### src/rtl/seg_scan_driver_if.sv
// rtl/seg_scan_driver_if.sv - status-bus inputs and 7-segment outputs of seg_scan_driver
interface seg_scan_driver_if;
    logic [15:0] dataBus;
    logic        hold;
    logic [3:0]  dp_mask;
    logic [3:0]  an;
    logic [6:0]  seg;
    logic        dp;
    logic        frame_done;

    modport master (
        output dataBus, hold, dp_mask,
        input  an, seg, dp, frame_done
    );

    modport slave (
        input  dataBus, hold, dp_mask,
        output an, seg, dp, frame_done
    );
endinterface

### src/rtl/seg_scan_driver.sv
// rtl/seg_scan_driver.sv - 4-digit multiplexed 7-segment driver with frame-coherent shadow; SEG_SCAN_BLANK_EN adds per-slot dead time
module seg_scan_driver #(
    parameter int SCAN_DIV  = 53,
    parameter int BLANK_CYC = 4
) (
    input  logic            clk10000hz,
    input  logic            reset,
    seg_scan_driver_if.slave bus
);

`ifdef SEG_SCAN_BLANK_EN
    localparam bit BLANK_EN = 1'b1;
`else
    localparam bit BLANK_EN = 1'b0;
`endif

    localparam logic [7:0] P_LAST  = 8'(SCAN_DIV - 1);
    localparam logic [7:0] P_BLANK = 8'(BLANK_CYC);

    logic [7:0]  p;
    logic [1:0]  d;
    logic [15:0] sh;
    logic        load_pend;

    logic        slot_end;
    logic        load_cyc;
    logic        blank;
    logic [3:0]  nib;
    logic [6:0]  seg_dec;
    logic [3:0]  an_dec;

    function automatic logic [6:0] decode(input logic [3:0] v);
        case (v)
            4'h0: decode = 7'b1000000;
            4'h1: decode = 7'b1111001;
            4'h2: decode = 7'b0100100;
            4'h3: decode = 7'b0110000;
            4'h4: decode = 7'b0011001;
            4'h5: decode = 7'b0010010;
            4'h6: decode = 7'b0000010;
            4'h7: decode = 7'b1111000;
            4'h8: decode = 7'b0000000;
            4'h9: decode = 7'b0010000;
            4'hA: decode = 7'b0001000;
            4'hB: decode = 7'b0000011;
            4'hC: decode = 7'b1000110;
            4'hD: decode = 7'b0100001;
            4'hE: decode = 7'b0000110;
            default: decode = 7'b0001110;
        endcase
    endfunction

    always_comb begin
        slot_end = (p == P_LAST);
        // A pending first load or the last cycle of digit 3 reloads the shadow.
        load_cyc = load_pend || (slot_end && (d == 2'd3));
        blank    = BLANK_EN && (p < P_BLANK);
        case (d)
            2'd0:    nib = sh[3:0];
            2'd1:    nib = sh[7:4];
            2'd2:    nib = sh[11:8];
            default: nib = sh[15:12];
        endcase
        seg_dec = decode(nib);
        an_dec  = ~(4'b0001 << d);
    end

    always_ff @(posedge clk10000hz) begin
        if (!reset) begin
            p              <= 8'd0;
            d              <= 2'd0;
            sh             <= 16'd0;
            load_pend      <= 1'b1;
            bus.an         <= 4'b1111;
            bus.seg        <= 7'b1111111;
            bus.dp         <= 1'b1;
            bus.frame_done <= 1'b0;
        end else begin
            if (slot_end) begin
                p <= 8'd0;
                d <= d + 2'd1;
            end else begin
                p <= p + 8'd1;
            end

            // A held load is simply skipped; the next chance is the next wrap.
            if (load_cyc && !bus.hold) begin
                sh             <= bus.dataBus;
                load_pend      <= 1'b0;
                bus.frame_done <= 1'b1;
            end else begin
                bus.frame_done <= 1'b0;
            end

            if (blank) begin
                bus.an  <= 4'b1111;
                bus.seg <= 7'b1111111;
                bus.dp  <= 1'b1;
            end else begin
                bus.an  <= an_dec;
                bus.seg <= seg_dec;
                bus.dp  <= ~bus.dp_mask[d];
            end
        end
    end

endmodule
### src/flat_wrapper.sv
// flat-port wrapper written by rule: the top's interface ports become plain ports
module seg_scan_driver_flat 
#(
    parameter int SCAN_DIV  = 53,
    parameter int BLANK_CYC = 4
)
  (clk10000hz, reset, bus_dataBus, bus_hold, bus_dp_mask, bus_an, bus_seg, bus_dp, bus_frame_done);
  seg_scan_driver_if bus_i ();
  input  logic clk10000hz;
  input  logic reset;
  input wire logic [$bits(bus_i.dataBus)-1:0] bus_dataBus;
  input wire logic [$bits(bus_i.hold)-1:0] bus_hold;
  input wire logic [$bits(bus_i.dp_mask)-1:0] bus_dp_mask;
  output wire logic [$bits(bus_i.an)-1:0] bus_an;
  output wire logic [$bits(bus_i.seg)-1:0] bus_seg;
  output wire logic [$bits(bus_i.dp)-1:0] bus_dp;
  output wire logic [$bits(bus_i.frame_done)-1:0] bus_frame_done;
  assign bus_i.dataBus = bus_dataBus;
  assign bus_i.hold = bus_hold;
  assign bus_i.dp_mask = bus_dp_mask;
  assign bus_an = bus_i.an;
  assign bus_seg = bus_i.seg;
  assign bus_dp = bus_i.dp;
  assign bus_frame_done = bus_i.frame_done;
  seg_scan_driver #(.SCAN_DIV(SCAN_DIV), .BLANK_CYC(BLANK_CYC)) u_core (.clk10000hz(clk10000hz), .reset(reset), .bus(bus_i));
endmodule
### config.mk
export PLATFORM = sky130hd
export DESIGN_NAME = seg_scan_driver_flat
export DESIGN_NICKNAME = d
export VERILOG_FILES = /design/src/rtl/seg_scan_driver_if.sv /design/src/rtl/seg_scan_driver.sv /design/src/flat_wrapper.sv
export SDC_FILE = /design/constraint.sdc
export NUM_CORES = 1
export LEC_CHECK = 0
export ABC_AREA = 1
export CELL_PAD_IN_SITES_DETAIL_PLACEMENT = 1
export CELL_PAD_IN_SITES_GLOBAL_PLACEMENT = 1
export CORE_ASPECT_RATIO = 0.8
export CORE_MARGIN = 8
export CORE_UTILIZATION = 44
export DETAILED_ROUTE_END_ITERATION = 16
export DONT_BUFFER_PORTS = 1
export GPL_TIMING_DRIVEN = 0
export PLACE_DENSITY_LB_ADDON = 0.1
export RECOVER_POWER = 25
export SLEW_MARGIN = 20
export SYNTH_ARGS = -nofsm -noshare
export SYNTH_HDL_FRONTEND = slang
export SYNTH_SLANG_ARGS = --single-unit
### constraint.sdc
create_clock -name clk10000hz -period 2.5 [get_ports clk10000hz]
set_input_delay 0.375 -clock clk10000hz [delete_from_list [all_inputs] [get_ports clk10000hz]]
set_output_delay 0.375 -clock clk10000hz [all_outputs]
set_load 0.02 [all_outputs]
==> results of run 1 <==
-- per-stage QoR --
step / setup WS (ns) / instances
6_report: 0.307 / 348
3_5_place_dp: 0.157 / 341
4_1_cts: 0.139 / 348
2_1_floorplan: 0.590 / 281
3_3_place_gp: 0.160 / 341
5_1_grt: 0.0561 / 348
-- logic make-up (layout without fill, tap and decap cells) --
logic type	Yosys count	count (layout)	synth area share
DFF	40	40	0.395
and+or+nand+nor	145	145	0.316
adders and majority gates	13	13	0.0802
xor gates and xnor gates	2	2	0.00864
AOI/OAI and AO/OA	32	32	0.0894
buffers and inverters	49	56	0.110
-- routing by layer --
layer | part of all wire | wire [um] | vias to the layer above
li1 | - | - | 885
met1 | 0.53 | 2580 | 817
met2 | 0.42 | 2050 | 36
met3 | 0.038 | 186 | 6
met4 | 0.010 | 50 | 0
met5 | 0 | 0 | -
-- power by group through the flow --
stage	clock, W	combinational (W)	sequential (W)
2_1_floorplan	0	0.000139	0.000725
3_3_place_gp	0	0.000169	0.000732
3_5_place_dp	0	0.000172	0.000733
4_1_cts	0.000477	0.000174	0.000719
5_1_grt	0.000509	0.000203	0.000723
6_report	0.000469	0.000173	0.000718
-- sequential cells by signal, indices dropped and copies added, names as in the netlist --
signal / count
u_core.load_pend: 1
u_core.bus.frame_done: 1
u_core.d: 2
u_core.sh: 16
u_core.bus.an: 4
u_core.p: 8
u_core.bus.seg: 7
u_core.bus.dp: 1
-- what timing repair did --
action / 4_1_cts / 5_1_grt
setup endpoints to repair: 0 / 3
hold buffers: 0 / 0
gates resized for setup: 0 / 1
-- worst reg2reg max path: cells and delay by family (launching register included) --
family	cells	cell delay [ns]
compound gates	2	0.42
fa+ha+maj	2	0.56
buf+inv	3	0.39
flops	1	0.42
simple gates	4	0.29
-- final cells by class --
type	instances	area share
clock buffer	7	0.0437
sequential	40	0.363
tap	60	0.0341
inverter	39	0.0664
buffer	10	0.0346
multi-input combinational	192	0.458
-- placed cells by master, fill, tap and decap left out, types with 2 or more instances in the layout --
cell type / n
buf_6: 5
clkbuf_8: 7
o21ai_0: 6
nor2_2: 3
nand2_1: 69
nand2_2: 2
dfxtp_1: 40
a21oi_2: 4
nand3_1: 30
nand2_4: 2
nor2_1: 30
inv_1: 37
or2_2: 2
ha_1: 13
xor2_1: 2
clkbuf_1: 3
a21oi_1: 19
-- final timing paths --
path / start / endpoint / slack (ns) / cells after the start
worst max-delay path: u_core.d[0] / u_core.bus.seg[5] / 0.31 / 11
worst min-delay path: bus_dataBus[4] / u_core.sh[4] / 0.30 / 4
worst max register to register: u_core.d[0] / u_core.bus.seg[5] / 0.31 / 11
worst min register to register: u_core.p[0] / u_core.p[0] / 0.48 / 1
==> metrics.md, run 1 <==
| Metric | Value |
|---|---|
| H-Tree Depth | 2 |
| DP HPWL | 3700 um |
| Min-delay worst type | input pin to flip-flop |
| Post-synth top area cell | dfxtp_1 |
| WS Path Type | flip-flop to flip-flop |
| Vias per cell | 5.01 |
| CP max FO | 6 |
| Vias post-DR | 1744 |
| I/O Pins | 36 |
| FF+latch area | 801 um^2 |
| Worst-Margin Slew | 0.508 ns |
| Multi-input combinational cell area | 0.00101 mm^2 |
| Synth area leaders | dfxtp_1, nand2_1, ha_1 |
| Clk root buf | clkbuf_8 |
| Clk_lat worst skew | 0.29 ns |
| Grt total ovfl | 0 |
| Startpoint types | flip-flop |
| Seq/Total Area, Yosys | 0.395 |
| Cts bufs inserted | 5 |
| Crit path required time | 2.69 ns |
| Endpoint class of the critical path | flip-flop |
| Switching pwr | 0.000373 W |
| Final Instance Area | 0.00220 mm^2 |
| Top_reg_cell synth | dfxtp_1 |
| Rows | 22 |
| Drc violations | 0 |
| Max IR drop VDD | 0.000229 V |
| Tot GR Track Use | 0.142 |
| DR WL/cell | 14.0 um |
| Cell Area, Placed | 0.00210 mm^2 |
| Status | complete, no violations |
| Die Span Y | 76.7 um |
| Met1 Resource Use GR | 0.186 |
| Drt first pass iters | 4 |
| Int Pwr | 0.000987 W |
| Layout area overhead | 8.70% |
| Final setup TNS | 0 ns |
| Core Area | 0.00451 mm^2 |
| YS warnings | 0 |
| Netlist Area Pre-Place | 0.00203 mm^2 |
| Clock slew seen by the registers of the worst setup and hold paths | 0.08 ns |
| Crit path time final | 2.19 ns |
| Die area | 0.00705 mm^2 |
| Final Core Density | 0.488 |
| Slowest stage delay, CP | 0.42 ns |
| Leakage | 1.08 nW |
| Final number of setup-violating endpoints | 0 |
| Initial core utilization | 0.449 |
| Met2 Use GR | 0.223 |
| RSZ-0062 raised after global routing | false |
| Max-cap violations | 0 |
| CTS tree | built |
| Final Max Slew Viols | 0 |
| Clk pwr share | 0.345 |
| Arr. time, crit path | 2.38 ns |
| FFs w/ async S/R, synth | 0 |
| Post-synth top area share | 0.395 |
| Mapped Cells | 281 |
| Critical-path cell list | inv_1 -> ha_1 -> nand2_1 -> nand2_1 -> o21ai_2 -> inv_1 -> ha_1 -> inv_1 -> nor2_2 -> a21oi_2 -> nand2_1 |
| GP Congestion | 0.784 |
| Pwr Density | 617 mW/mm^2 |
| Synthesized flop and latch total | 40 |
| Vias in the first global route | 1790 |
| FILL cells | 597 |
| Clock sinks | 40 |
| Most frequent cells after synthesis | nand2_1, dfxtp_1, inv_1, nand3_1, nor2_1 |
| Slowest cell on crit path | dfxtp_1 |
| Largest net degree at the start of global routing | 12 |
| Post-CTS setup buffers | 0 |
| Tcrit/Tclk final | 0.877 |
| CP delay by family, top | adder cells |
| Initial antenna violation count | 0 |
| Slew HR | 0.661 |
| Die Span X | 91.9 um |
| Final Skew | 0.00559 ns |
| Gr busiest metal | met2 |
| Count leader, synth | nand2_1 |
| CP Buf/Inv Count | 3 |
| Final Hold Fails | 0 |
| IO buf count | 0 |
| Final WL | 4870 um |
| Met3 Resource Use GR | 0.0379 |
| First-pass GRT wire length | 8260 um |
| Max Fclk | 0.456 GHz |
| EDFF count, synth | 0 |
| Post-layout nets | 324 |
| Logic pwr share | 0.127 |
| ANT nets after route | 0 |
| Syn_area_per_cell | 7.22 um^2 |
| Hold slack | 0.300 ns |
| Syn_nets | 317 |
| Design Power | 0.00136 W |
| Sw Share | 0.275 |
| Sequential share of power | 0.528 |
| CTS Buffer Depth | 2 |
| Yosys cell types | 29 |
| Antenna Cells | 0 |
| 1st-iter DRT viols | 84 |
| Share of cells above drive strength 1 | 0.108 |
Note: power is estimated with default switching activity, not from simulation.
==> run 2: changes to the inputs <==
Settings changed: CTS_CLUSTER_SIZE from default to 24, PLACE_DENSITY from default to 0.76, PLACE_DENSITY_LB_ADDON 0.1 to default.
==> run 2 against run 1 <==
  * Total power grew 4.2%
  * Sequential power is essentially flat
  * Non-clock buffer count is the same
  * Critical path type unchanged
  * Sequential share of layout area shrank 0.18 points
  * Routed wire length grew 0.33%
  * Cell count grew 0.29%
  * Fmax grew 0.95%
  * Sequential cell count is the same
  * Global-route usage grew 0.067 points
  * Via count shrank 3.2%
  * Count of clock-buffer cells in the layout shrank 1
  * Cell area grew 0.51%
==> metrics.md, run 2 (synthesis gave the netlist of run 1 again) <==
| Metric | Value |
|---|---|
| DP HPWL | 3760 um (+1.7%) |
| Layout area overhead | 9.25% |
| Final WL | 4890 um (+0.33%) |
| Slew HR | 0.686 (+0.0247) |
| Pwr Density | 640 mW/mm^2 (+3.7%) |
| CP max FO | 6 (unchanged) |
| Post-CTS setup buffers | 0 (unchanged) |
| ANT nets after route | 0 (unchanged) |
| CTS Buffer Depth | 2 (unchanged) |
| Arr. time, crit path | 2.35 ns (-0.03 ns) |
| Final Hold Fails | 0 (unchanged) |
| Clock sinks | 40 (unchanged) |
| Final Skew | 0.00755 ns (+0.00196 ns) |
| Vias in the first global route | 1683 (-6.0%) |
| Clk_lat worst skew | 0.29 ns (about the same) |
| Largest register FFs | 16 (unchanged) |
| Die area | 0.00705 mm^2 (unchanged) |
| Clk root buf | clkbuf_8 |
| Initial core utilization | 0.449 (unchanged) |
| Rows | 22 (unchanged) |
| Final setup TNS | 0 ns (unchanged) |
| Endpoint class of the critical path | flip-flop |
| Core Area | 0.00451 mm^2 (unchanged) |
| Startpoint types | flip-flop |
| Clock slew seen by the registers of the worst setup and hold paths | 0.08 ns (about the same) |
| Crit path time final | 2.17 ns (-0.0206 ns) |
| Die Span X | 91.9 um (unchanged) |
| FILL cells | 604 (+1.2%) |
| Largest Register | u_core.sh |
| Largest net degree at the start of global routing | 13 (+1) |
| Most frequent cells in the layout | nand2_1, dfxtp_1, inv_1, nand3_1, nor2_1 |
| Final number of setup-violating endpoints | 0 (unchanged) |
| Crit path required time | 2.67 ns (-0.02 ns) |
| Final Core Density | 0.491 (+0.00250) |
| Min-delay worst type | input pin to flip-flop |
| IO buf count | 0 (unchanged) |
| Slowest stage delay, CP | 0.43 ns (about the same) |
| Cts bufs inserted | 5 (unchanged) |
| GP Congestion | 0.771 (-1.7%) |
| Final Max Slew Viols | 0 (unchanged) |
| 1st-iter DRT viols | 31 (-63%) |
| Slowest cell on crit path | dfxtp_1 |
| Worst-Margin Slew | 0.471 ns (-0.0371 ns) |
| Most frequent CP cell | nand2_1 |
| Max IR drop VDD | 0.000321 V (+40%) |
| First-pass GRT wire length | 8140 um (-1.4%) |
| Grt total ovfl | 0 (unchanged) |
| Max Fclk | 0.460 GHz (+0.95%) |
| Tot GR Track Use | 0.143 (+0.000666) |
| Initial antenna violation count | 0 (unchanged) |
| Antenna Cells | 0 (unchanged) |
| Commonest non-fill, non-tap cell in the layout | nand2_1 |
| WS Path Type | flip-flop to flip-flop |
| Vias per cell | 4.84 (-3.4%) |
| Post-layout nets | 324 (unchanged) |
| Share of cells above drive strength 1 | 0.107 (-0.000372) |
| Max-cap violations | 0 (unchanged) |
| Drc violations | 0 (unchanged) |
| I/O Pins | 36 (unchanged) |
| Status | complete, no violations |
| Tcrit/Tclk final | 0.869 (-0.00824) |
| Leakage | 1.09 nW (+0.45%) |
| Vias post-DR | 1689 (-3.2%) |
| Critical-path cell list | inv_1 -> ha_1 -> nand2_1 -> nand2_1 -> o22ai_2 -> inv_1 -> ha_1 -> nand3_1 -> nand3_1 -> nand2_1 -> nand2_1 |
| H-Tree Depth | 2 (unchanged) |
| DR WL/cell | 14.0 um (about the same) |
| CTS tree | built |
| RSZ-0062 raised after global routing | false |
| Die Span Y | 76.7 um (unchanged) |
| Largest regs | u_core.sh x16, u_core.p x8, u_core.bus.seg x7 |
| Drt first pass iters | 4 (unchanged) |
| CTS Hold Bufs | 0 (unchanged) |
==> run 2: changes by cell type in the layout (fill, tap and decap cells not counted), sizes merged <==
cell / previous run / this run
clkinv: 1 / 2
bufinv: 0 / 1
clkbuf: 10 / 9
==> run 2: worst max-delay path: cells and delay by family (launching register included) <==
kind                       cells  cell delay [ns]
buffers and inverters          2             0.30
DFF                            1             0.43
AOI/OAI and AO/OA              1             0.23
and+or+nand+nor                6             0.54
adders and majority gates      2             0.56
==> run 2: final cells by class <==
type                    instances  area [um^2]  area share
clock buffers                   6         72.6      0.0327
clock inverters                 2         35.0      0.0158
inverters                      39          146      0.0661
flip-flops and latches         40          801       0.361
plain buffers                  10         76.3      0.0344
well taps                      60         75.1      0.0339
multi-input cells             192         1010       0.456
==> run 2: layer usage <==
metal,share of wire,vias up,global-route usage
met3,0.032,5,0.0311
met4,0.017,0,0.0578
li1,-,889,-
met1,0.53,758,0.193
met2,0.42,37,0.213
met5,0,-,0
==> run 2: power breakdown <==
group          total, W  switching [W]  internal [W]
sequential     0.000718      0.0000405      0.000677
clock          0.000524       0.000228      0.000296
combinational  0.000176       0.000112     0.0000645
==> run 2: worst paths after layout <==
check	startpoint	endpoint	slack [ns]	cells after the start
setup / recovery	u_core.d[0]	u_core.bus.seg[3]	0.33	11
hold / removal	bus_dataBus[1]	u_core.sh[1]	0.31	4
setup reg to reg	u_core.d[0]	u_core.bus.seg[3]	0.33	11
hold reg to reg	u_core.p[7]	u_core.p[7]	0.48	2
==> run 2: through the flow <==
stage | setup WS [ns] | power (W) | cell area (um^2) | hold WS [ns] | instances
6_report | 0.328 | 0.00142 | 2220 | 0.307 | 349
5_1_grt | 0.121 | 0.00149 | 2220 | 0.320 | 349
4_1_cts | 0.103 | 0.00143 | 2210 | 0.302 | 349
3_5_place_dp | 0.123 | 0.000909 | 2100 | 0.464 | 341
3_3_place_gp | 0.186 | 0.000900 | 2100 | 0.447 | 341
2_1_floorplan | 0.590 | 0.000864 | 2030 | 0.430 | 281
==> run 2: what timing repair did <==
action,CTS,global route
hold endpoints to repair,0,0
setup endpoints to repair,0,3
gates resized for setup,0,1
